<file path="config.mk">
export PLATFORM = sky130hd
export DESIGN_NAME = vram_dump_tx
export DESIGN_NICKNAME = d
export VERILOG_FILES = /design/src/rtl/dump_pkg.sv /design/src/rtl/uart_tx_byte.sv /design/src/rtl/vram_dump_tx.sv
export SDC_FILE = /design/constraint.sdc
export NUM_CORES = 1
export LEC_CHECK = 0
export ABC_CLOCK_PERIOD_IN_PS = 2550
export BUFFER_PORTS_ARGS = -buffer_cell sky130_fd_sc_hd__buf_4
export CELL_PAD_IN_SITES_DETAIL_PLACEMENT = 1
export CELL_PAD_IN_SITES_GLOBAL_PLACEMENT = 1
export CORE_ASPECT_RATIO = 2
export CORE_MARGIN = 10
export CORE_UTILIZATION = 35
export DETAILED_ROUTE_END_ITERATION = 8
export GPL_ROUTABILITY_DRIVEN = 0
export PLACE_DENSITY_LB_ADDON = 0.1
export SYNTH_ARGS = -nofsm -noshare
export SYNTH_HDL_FRONTEND = slang
export SYNTH_SLANG_ARGS = --single-unit
</file>
<file path="constraint.sdc">
create_clock -name i_clk -period 2.55 [get_ports i_clk]
set_clock_uncertainty 0.2 [all_clocks]
set_input_delay 0.255 -clock i_clk [delete_from_list [all_inputs] [get_ports i_clk]]
set_output_delay 0.255 -clock i_clk [all_outputs]
set_load 0.03 [all_outputs]
</file>
<file path="src/rtl/dump_pkg.sv">
// rtl/dump_pkg.sv - shared constants, FSM state type and hex-to-ASCII helper for the dump engine
package dump_pkg;

  localparam logic [7:0] NEWLINE = 8'h0A;

  typedef enum logic [2:0] {
    IDLE,
    READ,
    LATCH,
    SEND,
    NEXT,
    DONE
  } dump_state_t;

  // Lowercase hex digit, matching the %x text of the simulation dump.
  function automatic logic [7:0] hex_ascii(input logic [3:0] nib);
    if (nib < 4'd10) begin
      return 8'h30 + {4'h0, nib};
    end
    return 8'h61 + {4'h0, nib} - 8'd10;
  endfunction

endpackage

</file>
<file path="src/rtl/uart_tx_byte.sv">
// rtl/uart_tx_byte.sv - 8N1 UART transmitter with valid/ready byte handshake
module uart_tx_byte #(
  parameter int CLKS_PER_BIT = 868
) (
  input  logic       i_clk,
  input  logic       i_rst,
  input  logic       i_valid,
  input  logic [7:0] i_data,
  output logic       o_ready,
  output logic       o_tx
);

  localparam int BW = (CLKS_PER_BIT > 2) ? $clog2(CLKS_PER_BIT) : 1;
  localparam logic [BW-1:0] BAUD_LAST = BW'(CLKS_PER_BIT - 1);

  logic          busy;
  logic [9:0]    shreg;
  logic [BW-1:0] baud;
  logic [3:0]    bit_idx;
  logic          last;

  // Accepting in the final stop-bit cycle lets frames run back-to-back.
  assign last    = busy && (bit_idx == 4'd9) && (baud == BAUD_LAST);
  assign o_ready = !busy || last;
  assign o_tx    = busy ? shreg[0] : 1'b1;

  always_ff @(posedge i_clk) begin
    if (i_rst) begin
      busy    <= 1'b0;
      shreg   <= '1;
      baud    <= '0;
      bit_idx <= '0;
    end else if (i_valid && o_ready) begin
      busy    <= 1'b1;
      shreg   <= {1'b1, i_data, 1'b0};
      baud    <= '0;
      bit_idx <= '0;
    end else if (busy) begin
      if (baud == BAUD_LAST) begin
        baud <= '0;
        if (bit_idx == 4'd9) begin
          busy <= 1'b0;
        end else begin
          bit_idx <= bit_idx + 4'd1;
          shreg   <= {1'b1, shreg[9:1]};
        end
      end else begin
        baud <= baud + BW'(1);
      end
    end
  end

endmodule

</file>
<file path="src/rtl/vram_dump_tx.sv">
// rtl/vram_dump_tx.sv - reads a memory window and sends each word as 8 hex chars plus newline over UART
module vram_dump_tx
  import dump_pkg::*;
#(
  parameter int CLKS_PER_BIT = 868,
  parameter int ADDR_W       = 15
) (
  input  logic              i_clk,
  input  logic              i_rst,
  input  logic              i_start,
  input  logic [ADDR_W-1:0] i_base,
  input  logic [ADDR_W:0]   i_count,
  output logic              o_rd_en,
  output logic [ADDR_W-1:0] o_rd_addr,
  input  logic [31:0]       i_rd_data,
  output logic              o_tx,
  output logic              o_busy,
  output logic              o_done
);

  dump_state_t state, state_n;

  logic [ADDR_W-1:0] base_q;
  logic [ADDR_W:0]   count_q;
  logic [ADDR_W:0]   idx;
  logic [ADDR_W:0]   idx_inc;
  logic [31:0]       word_q;
  logic [3:0]        ch;
  logic [4:0]        nib_lsb;
  logic [7:0]        tx_char;
  logic              tx_valid;
  logic              tx_ready;
  logic              done_q;

  assign idx_inc   = idx + {{ADDR_W{1'b0}}, 1'b1};
  assign o_rd_addr = base_q + idx[ADDR_W-1:0];
  assign o_busy    = (state != IDLE);
  assign o_done    = done_q;

  // Char 0 is the top nibble; (7 - ch) * 4 reduces to inverting ch for 3 bits.
  assign nib_lsb = {~ch[2:0], 2'b00};
  assign tx_char = (ch == 4'd8) ? NEWLINE : hex_ascii(i_rd_data_word(nib_lsb));

  function automatic logic [3:0] i_rd_data_word(input logic [4:0] lsb);
    return word_q[lsb +: 4];
  endfunction

  always_ff @(posedge i_clk) begin
    if (i_rst) begin
      state <= IDLE;
    end else begin
      state <= state_n;
    end
  end

  always_comb begin
    state_n  = state;
    o_rd_en  = 1'b0;
    tx_valid = 1'b0;
    case (state)
      IDLE:  if (i_start) state_n = (i_count == '0) ? DONE : READ;
      READ: begin
        o_rd_en = 1'b1;
        state_n = LATCH;
      end
      LATCH: state_n = SEND;
      SEND: begin
        tx_valid = 1'b1;
        if (tx_ready && (ch == 4'd8)) state_n = NEXT;
      end
      NEXT:  state_n = (idx_inc == count_q) ? DONE : READ;
      DONE:  if (tx_ready) state_n = IDLE;
      default: state_n = IDLE;
    endcase
  end

  // The UART reports ready in the last stop-bit cycle, so done lands right after it.
  always_ff @(posedge i_clk) begin
    if (i_rst) begin
      base_q  <= '0;
      count_q <= '0;
      idx     <= '0;
      word_q  <= '0;
      ch      <= '0;
      done_q  <= 1'b0;
    end else begin
      done_q <= (state == DONE) && tx_ready;
      case (state)
        IDLE: if (i_start) begin
          base_q  <= i_base;
          count_q <= i_count;
          idx     <= '0;
        end
        LATCH: begin
          word_q <= i_rd_data;
          ch     <= '0;
        end
        SEND: if (tx_ready) ch <= ch + 4'd1;
        NEXT: idx <= idx_inc;
        default: ;
      endcase
    end
  end

  uart_tx_byte #(
    .CLKS_PER_BIT(CLKS_PER_BIT)
  ) u_uart (
    .i_clk  (i_clk),
    .i_rst  (i_rst),
    .i_valid(tx_valid),
    .i_data (tx_char),
    .o_ready(tx_ready),
    .o_tx   (o_tx)
  );

endmodule
</file>
==> results.yml <==
run_status:
  status: "finished, violations left"
  violations: "setup timing"
synthesis:
  yosysTopAreaCellShare_pct: 37.6
  syn_area_um2: 5910
  syn_nets: 843
  synth_common_cells: "nand2_1, dfxtp_1, a21oi_1"
  synth_cells: 755
  ys_types: 63
  synthArstFlopShare_pct: 0
  yosysMostFrequentCell: "nand2_1"
  synth-seq-area-share_pct: 37.6
  synthTopCellsByArea: "dfxtp_1, nand2_1, a21oi_1"
  ys_ff_latch: 111
  syn_avg_cell_area_um2: 7.83
  yosysTopAreaCell: "dfxtp_1"
  yosys_warnings: 0
  synth-edff-count: 0
  synth_flop_cell: "dfxtp_1"
clock_tree:
  clkTransAtPathRegs_ps: 70
  cts_buffers: 9
  clockBufferDepth: 2
  insertion_delay_ps: 360
  cts_root_buf: "clkbuf_16"
  cts_tree: "done"
  cts_max_level: 3
  cts_num_sinks: 111
critical_path:
  crit_arrival_ps: 2430
  startpoint: "idx[0]"
  start_kind: "flop"
  max_stage_delay_ps: 370
  crit_path_cell_trace: "ha_4 > inv_2 > fa_2 > nor2b_2 > o21ai_2 > a21oi_2 > o21ai_2 > a21o_4 > nand4b_1 > o311ai_4 > buf_6"
  path_class: "flop to primary output"
  endpoint_kind: "primary output"
  crit_top_cell: "o21ai_2"
  required_ps: 2100
  cp_slowest_cell: "dfxtp_4"
  crit_fanout: 4
  rr_startpoint: "idx[0]"
global_route:
  antenna_found_initial: 0
  grt_pass1_wl_mm: 32.5
  grt_overflow_total: 0
  grt_pass1_vias: 6670
  grt_start_max_net_pins: 93
  grt_usage_pct: 17.3
sta:
  hold_viol: 0
  rsz0062_at_grt: "yes"
  setup_ws_ps: -335
  setup_viol_count_final: 10
  drv_slew: 0
  finalCritPeriodShare_pct: 113
  worst-slew-pin-transition_ps: 1030
  slew-limit-headroom_pct: 31.2
  fmax_ghz: 0.347
  holdWs_ps: 39.4
  fin_crit_ps: 2890
layout:
  layout.nets: 1024
  area_growth_pct: 41.8
  fill_cells: 1985
  layout-drive-gt1-share_pct: 24.4
  seqCellArea_um2: 2230
  final_area_um2: 8390
  antenna_cells: 0
  multi_input_area_um2: 3720
  postLayoutCoreUtil_pct: 50.3
die:
  core_um2: 16700
  core.rowCount: 67
  die_w_um: 112
  ios: 85
  start_util_pct: 35.4
  die_area_um2: 22800
  die_h_um: 204
power:
  max-vdd-ir-drop_mv: 0.358
  power.leakage_nw: 3.34
  power_density_nw_per_um2: 505
drt:
  totalWireLength_mm: 19.7
  vias_per_cell: 5.19
  detail-route-antenna-nets: 0
  wl_per_cell_um: 17.1
  dr.pass1.iters: 4
  vias: 5958
  dr.first_iter.drc_count: 172
  drc: 0
job:
  drv_cap: 0
placed_design:
  io_buffers: 84
  placed_area_um2: 7130
  place_hpwl_mm: 14.4
hold_path:
  min_path_type: "input port to flop"
  worstHoldStart: "i_rst"
[metrics by stage]
step	total power, mW	instances	worst slack [ps]	setup TNS [ps]
final	4.24	1148	-335	-1490
after floorplan	2.40	755	1.01	0
after CTS	4.28	1141	-382	-1440
after global routing	4.46	1148	-430	-2710
after global placement	2.70	1061	-277	-669
after detailed placement	2.73	1061	-341	-922
[cell type report]
cell class                 count  share of cell area [%]
multi-input combinational    581                    44.4
sequential                   111                    26.6
timing repair buffer         215                    21.6
tap                          207                    3.09
clock buffer                  14                    3.03
inverter                      18                   0.806
clock inverter                 2                   0.462
[cell usage in the layout, fill, tap and decap left out, types with 3 or more instances in the layout]
master	n
clkbuf_1	4
nor3_1	14
buf_4	144
a211o_1	3
mux4_2	8
mux2i_1	3
nor3_2	4
nand3b_1	4
nand2b_1	9
nand4_1	15
buf_6	7
a21oi_2	7
and2_1	5
dlygate4sd3_1	63
clkbuf_16	9
a31oi_1	3
inv_1	16
a211oi_1	3
nor2b_1	5
o21ai_0	23
ha_4	5
xor2_1	22
nor2_2	4
o21a_1	4
a21o_1	3
o21ai_2	3
nand2_1	173
o211ai_1	3
dfxtp_1	105
or3_1	5
ha_1	16
xnor2_1	23
nor2_1	42
and3_1	5
dfxtp_2	5
and4_1	3
a21oi_1	94
nand3_1	18
nor4_1	4
[where the power goes]
group	switching [mW]	internal (mW)
Sequential	0.0701	1.83
Clock	0.650	0.796
Combinational	0.490	0.401
[state kept, by name, summed over array words and instances, names as in the netlist]
register,cells
idx,16
u_uart.shreg,9
state,3
u_uart.busy,1
base_q,15
u_uart.bit_idx,4
ch,4
count_q,16
u_uart.baud,10
word_q,32
o_done,1
[worst paths after layout]
path,slack [ps],cells after the start,end
hold reg to reg,260,2,word_q[20]
hold / removal,40,3,u_uart.shreg[7]
setup reg to reg,-90,11,state[2]
setup / recovery,-340,11,o_rd_addr[12]
[routing by layer]
metal	global-route usage, %	part of all wire, %	vias up
li1	-	-	2953
met1	15.4	35	2874
met2	35.5	59	94
met3	3.12	3.3	37
met4	7.89	3.3	0
met5	0	0	-
[critical path: cells and delay by family (launching register included)]
kind	cells	cell delay, ps
simple gates	2	270
fa+ha+maj	2	480
buf+inv	2	180
flops	1	370
compound gates	5	770
[timing repair]
item                                    CTS  global route
resized for setup                        47            13
buffers inserted                          4             8
endpoints found under the hold margin    63             0
endpoints found under the setup margin   11            13
pin swaps                                28            26
hold buffers                             63             0
[logic make-up after synthesis]
| family | Yosys count | share of synthesized area [%] |
|---|---|---|
| fa+ha+maj | 22 | 4.78 |
| mux | 14 | 4.10 |
| simple gates | 328 | 25.4 |
| compound gates | 169 | 16.6 |
| xor+xnor | 48 | 7.11 |
| buf+inv | 63 | 4.38 |
| flops | 111 | 37.6 |
No activity file was read; power rests on OpenSTA's default activity.
